<file path="src/rtl/matrix_arith_unit.sv">
// Sequential matrix arithmetic unit: add, subtract, scalar multiply or transpose,
// one element per clock, with a start/busy/done handshake.
module matrix_arith_unit #(
  parameter int unsigned DW      = 8,
  parameter int unsigned MAX_DIM = 5,
  parameter int unsigned DIMW    = 3
) (
  input  logic                          clk,
  input  logic                          reset,
  input  logic                          start,
  input  logic [1:0]                    op,
  input  logic [DIMW-1:0]               m,
  input  logic [DIMW-1:0]               n,
  input  logic [DW-1:0]                 scalar,
  input  logic [2*MAX_DIM*MAX_DIM*DW-1:0] matrices_in,
  output logic [2*MAX_DIM*MAX_DIM*DW-1:0] matrices_out,
  output logic [DIMW-1:0]               res_m,
  output logic [DIMW-1:0]               res_n,
  output logic                          busy,
  output logic                          done,
  output logic                          valid,
  output logic                          error
);

  localparam int unsigned HW   = MAX_DIM * MAX_DIM * DW;
  localparam int unsigned IDXW = $clog2(MAX_DIM * MAX_DIM);

  typedef enum logic [1:0] {IDLE, RUN, FIN, ERR} state_t;

  state_t            state, next_state;
  logic [1:0]        op_q;
  logic [DIMW-1:0]   m_q, n_q, row, col;
  logic [DW-1:0]     scal_q;
  logic [HW-1:0]     a_q, b_q, c_q;

  logic              accept, dims_bad, last;
  logic [IDXW-1:0]   src_idx, dst_idx;
  logic [DW-1:0]     a_el, b_el, elem;

  assign matrices_out = {HW'(0), c_q};

  // State register
  always_ff @(posedge clk or negedge reset) begin
    if (!reset) state <= IDLE;
    else        state <= next_state;
  end

  // Next state; busy also blocks the done cycle so a start there is ignored
  always_comb begin
    next_state = state;
    accept     = 1'b0;
    dims_bad   = (m == '0) || (n == '0) || (m > DIMW'(MAX_DIM)) || (n > DIMW'(MAX_DIM));
    last       = (row == m_q - DIMW'(1)) && (col == n_q - DIMW'(1));
    case (state)
      IDLE: begin
        if (start && !busy) begin
          accept     = 1'b1;
          next_state = dims_bad ? ERR : RUN;
        end
      end
      RUN:     if (last) next_state = FIN;
      FIN:     next_state = IDLE;
      ERR:     next_state = IDLE;
      default: next_state = IDLE;
    endcase
  end

  // Element datapath; transpose redirects the write to (col,row)
  always_comb begin
    src_idx = IDXW'(row) * IDXW'(MAX_DIM) + IDXW'(col);
    dst_idx = (op_q == 2'b11) ? IDXW'(col) * IDXW'(MAX_DIM) + IDXW'(row) : src_idx;
    a_el    = a_q[src_idx*DW +: DW];
    b_el    = b_q[src_idx*DW +: DW];
    case (op_q)
      2'b00:   elem = a_el + b_el;
      2'b01:   elem = a_el - b_el;
      2'b10:   elem = a_el * scal_q;
      default: elem = a_el;
    endcase
  end

  always_ff @(posedge clk or negedge reset) begin
    if (!reset) begin
      op_q   <= '0;
      m_q    <= '0;
      n_q    <= '0;
      scal_q <= '0;
      a_q    <= '0;
      b_q    <= '0;
      c_q    <= '0;
      row    <= '0;
      col    <= '0;
      res_m  <= '0;
      res_n  <= '0;
      busy   <= 1'b0;
      done   <= 1'b0;
      valid  <= 1'b0;
      error  <= 1'b0;
    end else begin
      busy <= (state != IDLE) || (next_state != IDLE);
      done <= 1'b0;
      if (accept) begin
        c_q   <= '0;
        valid <= 1'b0;
        error <= 1'b0;
        res_m <= '0;
        res_n <= '0;
        row   <= '0;
        col   <= '0;
        if (!dims_bad) begin
          op_q   <= op;
          m_q    <= m;
          n_q    <= n;
          scal_q <= scalar;
          a_q    <= matrices_in[HW-1:0];
          b_q    <= matrices_in[2*HW-1:HW];
        end
      end
      if (state == RUN) begin
        c_q[dst_idx*DW +: DW] <= elem;
        if (col == n_q - DIMW'(1)) begin
          col <= '0;
          row <= row + DIMW'(1);
        end else begin
          col <= col + DIMW'(1);
        end
      end
      if (state == FIN) begin
        done  <= 1'b1;
        valid <= 1'b1;
        res_m <= (op_q == 2'b11) ? n_q : m_q;
        res_n <= (op_q == 2'b11) ? m_q : n_q;
      end
      if (state == ERR) begin
        done  <= 1'b1;
        error <= 1'b1;
        valid <= 1'b0;
        res_m <= '0;
        res_n <= '0;
      end
    end
  end

endmodule

</file>
<file path="config.mk">
export PLATFORM = sky130hd
export DESIGN_NAME = matrix_arith_unit
export DESIGN_NICKNAME = d
export VERILOG_FILES = /design/src/rtl/matrix_arith_unit.sv
export SDC_FILE = /design/constraint.sdc
export NUM_CORES = 1
export LEC_CHECK = 0
export CORE_AREA = 2 2 327 329
export CTS_BUF_LIST = sky130_fd_sc_hd__clkbuf_4 sky130_fd_sc_hd__clkbuf_8
export CTS_CLUSTER_DIAMETER = 60
export DETAILED_ROUTE_END_ITERATION = 10
export DIE_AREA = 0 0 329 331
export PLACE_DENSITY = 0.57
export REMOVE_ABC_BUFFERS = 1
export SLEW_MARGIN = 25
export SYNTH_ARGS = -nofsm -noshare
export SYNTH_HDL_FRONTEND = slang
export SYNTH_SLANG_ARGS = --single-unit
</file>
<file path="constraint.sdc">
create_clock -name clk -period 8.4 [get_ports clk]
set_input_delay 1.68 -clock clk [delete_from_list [all_inputs] [get_ports clk]]
set_output_delay 1.68 -clock clk [all_outputs]
set_load 0.1 [all_outputs]
</file>
## Yosys cells after proc, flatten, opt, wreduce, memory -nomap -nowiden

Index checks and enable logic that the tools add are counted.

| storage, ports and cells | value |
|---|---|
| latch bits | 0 |
| memories | 0 |
| word-level logic and storage cells | 90 |
| bits in writable memories | 0 |
| register bits | 634 |
| bits in read-only memories | 0 |

| operators by class | value |
|---|---|
| bitwise operators | 1 |
| eq/ne operators | 8 |
| $add $sub $neg | 9 |
| multipliers | 3 |
| shift operators | 4 |
| reductions and logical operators | 18 |
| multiplexer cells | 29 |
| magnitude comparators | 2 |
| div/mod/pow operators | 0 |

Operators with widths:

| cell | number |
|---|---|
| 200-bit two-way mux | 2 |
| 200-bit by 9-bit variable part select with 8-bit output | 2 |
| 200-bit bitwise mux | 1 |
| 8-bit by 34-bit variable shift with 200-bit output, first input constant | 1 |
| 8-bit by 34-bit variable part select with 200-bit output | 1 |
| 3-bit two-way mux | 12 |
| 8-bit negator with 34-bit output | 1 |
| 8-bit one-hot mux with 3 select lines | 1 |
| 5-bit by 3-bit adder with 5-bit output | 2 |
| 3-bit by 3-bit multiplier with 5-bit output, second input constant | 2 |
| 8-bit adder | 1 |
| 2-bit == test, second input constant | 4 |
| 8-bit by 8-bit multiplier with 8-bit output | 1 |
| 1-bit two-way mux | 8 |
| 2-bit nonzero test | 4 |
| 8-bit subtractor | 1 |
| 3-bit by 1-bit adder with 3-bit output, second input constant | 2 |
| 3-bit == test | 2 |
| 3-bit greater-than comparator, second input constant | 2 |
| 3-bit zero test | 2 |
| 2-bit two-way mux | 3 |
| 2-bit one-hot mux with 3 select lines | 1 |
| 3-bit by 1-bit subtractor with 3-bit output, second input constant | 2 |
| 5-bit two-way mux | 1 |
| 9 further kinds | 15 |

## Depth between registers and ports, before layout

| logic depth | value |
|---|---|
| depth after elaboration | 9 |
| depth in mapped cells | 30 |
| mapped depth without buffers | 28 |

## Least setup slack after synthesis

OpenSTA, ideal clock, no wires.

| timing | value |
|---|---|
| kind | register -> register |
| from | reg row[0] |
| to | reg c_q[111] |
| arrival time | 6.688 ns |
| period minus slack after synthesis | 6.813 ns |
| slack | 1.587 ns |
| stages on the path, launching flop included | 31 |
| setup time | 0.125 ns |
| buffers on the path | 4 |
| cell sequence | dfrtp_1 -> ha_1 -> ha_1 -> xor2_1 -> ha_1 -> buf_2 -> buf_2 -> buf_2 -> mux2i_1 -> mux2i_1 -> mux2i_1 -> nor2b_1 -> fa_1 -> inv_1 -> fa_1 -> inv_1 -> ha_1 -> inv_1 -> fa_1 -> inv_1 -> ha_1 -> a21o_1 -> a21oi_1 -> xnor2_1 -> xnor2_1 -> xnor3_1 -> xnor3_1 -> o211ai_2 -> o21a_4 -> buf_12 -> o21ai_2 |

| on the way | value |
|---|---|
| longest elaborated chain between the ends | 8 |

RTL lines:

| what | RTL line | RTL |
|---|---|---|
| start: declaration | 32 | `logic [DIMW-1:0] m_q, n_q, row, col;` |
| start signal: assignment | 123 | `row <= row + DIMW'(1);` |
| 3-bit by 3-bit multiplier with 5-bit output | 70 | `src_idx = IDXW'(row) * IDXW'(MAX_DIM) + IDXW'(col);` |
| 5-bit by 3-bit adder with 5-bit output | 70 |  |
| 200-bit by 9-bit variable part select with 8-bit output, on equally long branches | 72, 73 |  |
| 8-bit by 8-bit multiplier with 8-bit output, or another cell as far along | 77 | `2'b10: elem = a_el * scal_q;` |
| 8-bit one-hot mux with 3 select lines | 74 | `case (op_q)` |
| 8-bit by 34-bit variable part select with 200-bit output | 120 | `c_q[dst_idx*DW +: DW] <= elem;` |
| 200-bit bitwise mux (*) | 120 |  |
| 200-bit two-way mux (*) | 119 | `if (state == RUN) begin` |
| end signal: indexed assignment | 120 |  |
| end: declaration | 34 | `logic [HW-1:0] a_q, b_q, c_q;` |

Mark *: on every way between the ends. The rest lies on a longest branch, timed or not.
A chain may end at the register's enable or synchronous reset.

## Worst setup path in the final report

| timing | value |
|---|---|
| from | reg row[0] |
| to | reg c_q[39] |

The elaborated chain is that of the path after synthesis.

==> summary.md <==
| Metric | Value |
|---|---|
| TritonCTS Buffers | `116` |
| First-pass GRT wire length | `141000 um` |
| Max Freq | `132 MHz` |
| Die area | `109000 um^2` |
| Status | `finished, final reports clean` |
| # Post-CTS Setup Buffers | `0` |
| Die height | `331 um` |
| Pin count of the biggest net entering global routing | `209` |
| Synth Cell Area | `30700 um^2` |
| Slew @ Worst Pin | `1100 ps` |
| Max-cap violations | `0` |
| CTS root buf | `clkbuf_8` |
| Total routed wirelength | `97700 um` |
| Fill count | `10300` |
| Post-synthesis sequential area ratio | `51.7%` |
| Final Critical Period | `7600 ps` |
| Worst slack at placement | `714 ps` |
| Layout cells sized above 1 | `25.9%` |
| Reg2Reg Setup Slack | `800 ps` |
| Sink Count | `634` |
| CP startpoint | `row[0]` |
| Hold EP | `res_n[0]` |
| Yosys warning total | `0` |
| Slew headroom | `26.3%` |
| Final WS setup | `801 ps` |
| Synth-to-Final Area Change | `30.7%` |
| Post-Synthesis Mean Instance Area | `12.9 um^2` |
| Total grt overflow | `0` |
| Worst Setup End Kind | `flip-flop` |
| CTS Buffer Depth | `3` |
| Hold Violations, Final | `0` |
| Die Wd | `329 um` |
| Critical path class | `reg -> reg` |
| CTS resizes | `0` |
| Synthesized netlist cell count | `2381` |
| Row count | `119` |
| Post-layout nets | `3482` |
| Area leader, netlist | `dfrtp_1` |
| Detail Route Antenna Nets | `0` |
| RSZ-0062 raised after global routing | `false` |
| Async set-or-reset flop fraction in the synthesized netlist | `100%` |
| CP max FO | `25` |
| Share of Yosys cell area claimed by the top area cell type | `51.7%` |
| Pre-antenna DRT Iters | `5` |
| Clock slew at reported path FFs | `60 ps` |
| Clock Skew | `40.0 ps` |
| CTS tree | `built` |
| PortBufs | `628` |
| Initial Util | `29.2%` |
| Area contributors post-synth | `dfrtp_1 52%, mux2_2 15%, mux4_2 7.3%` |
| Number of synthesized flops with an enable pin | `0` |
| Io pins | `829` |
| CTS Hold Bufs | `0` |
| Dpl hpwl | `72200 um` |
| Worst r2r dst | `c_q[39]` |
| Netlist cell types | `62` |
| FF-to-FF Start | `row[0]` |
| Pins Over Slew Limit | `0` |
| DR vias/cell | `4.61` |
| Tcrit/Tclk final | `90.5%` |
| Most frequent cells in the layout | `634 x dfrtp_1, 620 x clkdlybuf4s50_1, 417 x mux2_2, 234 x nand3_1, 209 x o21ai_0` |
| Crit path required time | `9010 ps` |
| WHS Path Cells | `2` |
| DRT iter0 DRCs | `1035` |
| Core area | `105000 um^2` |
| CP arrival | `8210 ps` |
| Placer Congestion | `0.798` |
| Initial antenna violation count | `42` |
| Later-pin clock latency in the skew report | `790 ps` |
| Gr usage total | `17.5%` |
| Post-synth top flop | `dfrtp_1` |
| Critical path launch point type | `flip-flop` |
| Hold path startpoint | `res_n[0]` |
| Worst Hold Class | `reg -> reg` |
| R2R cell count | `25` |
| Htree depth | `3` |
| Finish-stage setup viols | `0` |
| Yosys reg bits | `634` |
| Most common cell after layout, fill and taps aside | `dfrtp_1` |
| Vias in the first global route | `21200` |
| Via count | `20700` |
| DR WL/cell | `21.7 um` |
| # DRC | `0` |
-- worst max-delay path by stage --
stage	end	slack, ps	cells after the start
final	c_q[39]	800	25
after global routing	c_q[39]	300	25
after CTS	c_q[39]	640	25
after detailed placement	c_q[39]	710	25
after global placement	c_q[39]	860	27
after floorplan	a_q[0]	-4410	3
-- per-layer routing --
layer | vias up | part of all wire, % | global-route usage (%)
met4 | 52 | 2.1 | 4.62
met2 | 627 | 50 | 30.0
met3 | 188 | 8.3 | 6.34
li1 | 9438 | - | -
met5 | - | 0.34 | 0
met1 | 10400 | 39 | 20.7
-- cells in the mapped netlist (4+ instances only) --
cell type / count
fa_1: 13
and2_1: 14
buf_1: 9
or3_1: 14
o21ai_2: 20
o211ai_1: 11
clkbuf_1: 116
a21o_1: 4
mux2i_1: 44
o21ai_0: 209
mux4_1: 7
nor2b_1: 11
and3_1: 4
nand2_1: 60
buf_2: 15
nand3_1: 234
inv_1: 38
nand2b_1: 18
nor2_1: 16
a21oi_1: 12
mux4_2: 99
xor2_1: 16
buf_6: 8
o21ai_1: 8
ha_1: 44
nand4_1: 4
dfrtp_1: 634
mux2_2: 417
xnor2_1: 31
buf_4: 205
-- flip-flops by register name (all words and copies together) (netlist names) --
name,count
op_q,2
res_m,3
error,1
n_q,3
busy,1
scal_q,8
done,1
res_n,3
m_q,3
state,2
valid,1
col,3
a_q,200
row,3
c_q,200
b_q,200
-- cells by family (layout without fill, tap and decap cells) --
| kind of cell | Yosys count | count (layout) | share of synthesized area, % |
|---|---|---|---|
| AOI/OAI and AO/OA | 285 | 285 | 5.24 |
| xor gates and xnor gates | 50 | 50 | 1.58 |
| adders and majority gates | 57 | 57 | 2.64 |
| buffers and inverters | 394 | 905 | 7.69 |
| DFF | 634 | 634 | 51.7 |
| muxes | 569 | 569 | 24.7 |
| other | 1 | 215 | 0.0122 |
| and+or+nand+nor | 391 | 391 | 6.46 |
-- worst max-delay path: stages, from the launching register on --
cell and delay [ps]:
dfrtp_1 460, ha_1 330, ha_1 350, xor2_1 330, ha_4 510, mux4_2 390
mux2i_1 440, o211ai_1 140, o21a_1 240, and2_1 200, ha_1 210, fa_1 430
ha_1 280, inv_1 50, fa_1 480, inv_1 60, fa_1 420, a21o_1 200
a21oi_1 170, xnor2_1 150, xnor2_1 140, xnor3_1 250, xnor3_1 350, o211ai_2 160
o21a_4 450, o21ai_0 180
-- stage by stage --
step	hold slack (ps)	cell area [um^2]	util (%)	TNS, ps	cells
finish	481	40100	38.2	0	4497
global route	508	40100	38.2	0	4495
CTS	490	40100	38.2	0	4481
detailed placement	477	37600	35.9	0	4278
global placement	462	37700	35.9	0	4278
floorplan	472	29200	-	-1863570	2225
-- final cells by class --
type | count | area [um^2] | share of cell area [%]
Sequential cell | 634 | 15900 | 39.5
Timing Repair Buffer | 663 | 6630 | 16.5
Clock inverter | 33 | 300 | 0.748
Tap cell | 1391 | 1740 | 4.34
Multi-Input combinational cell | 1552 | 13300 | 33.1
Clock buffer | 170 | 2130 | 5.30
Antenna cell | 15 | 37.5 | 0.0935
Inverter | 39 | 146 | 0.365
Power is left out: the tool's default activity adds up to more than one toggle a clock period on the data nets, which glitch-free logic cannot reach.
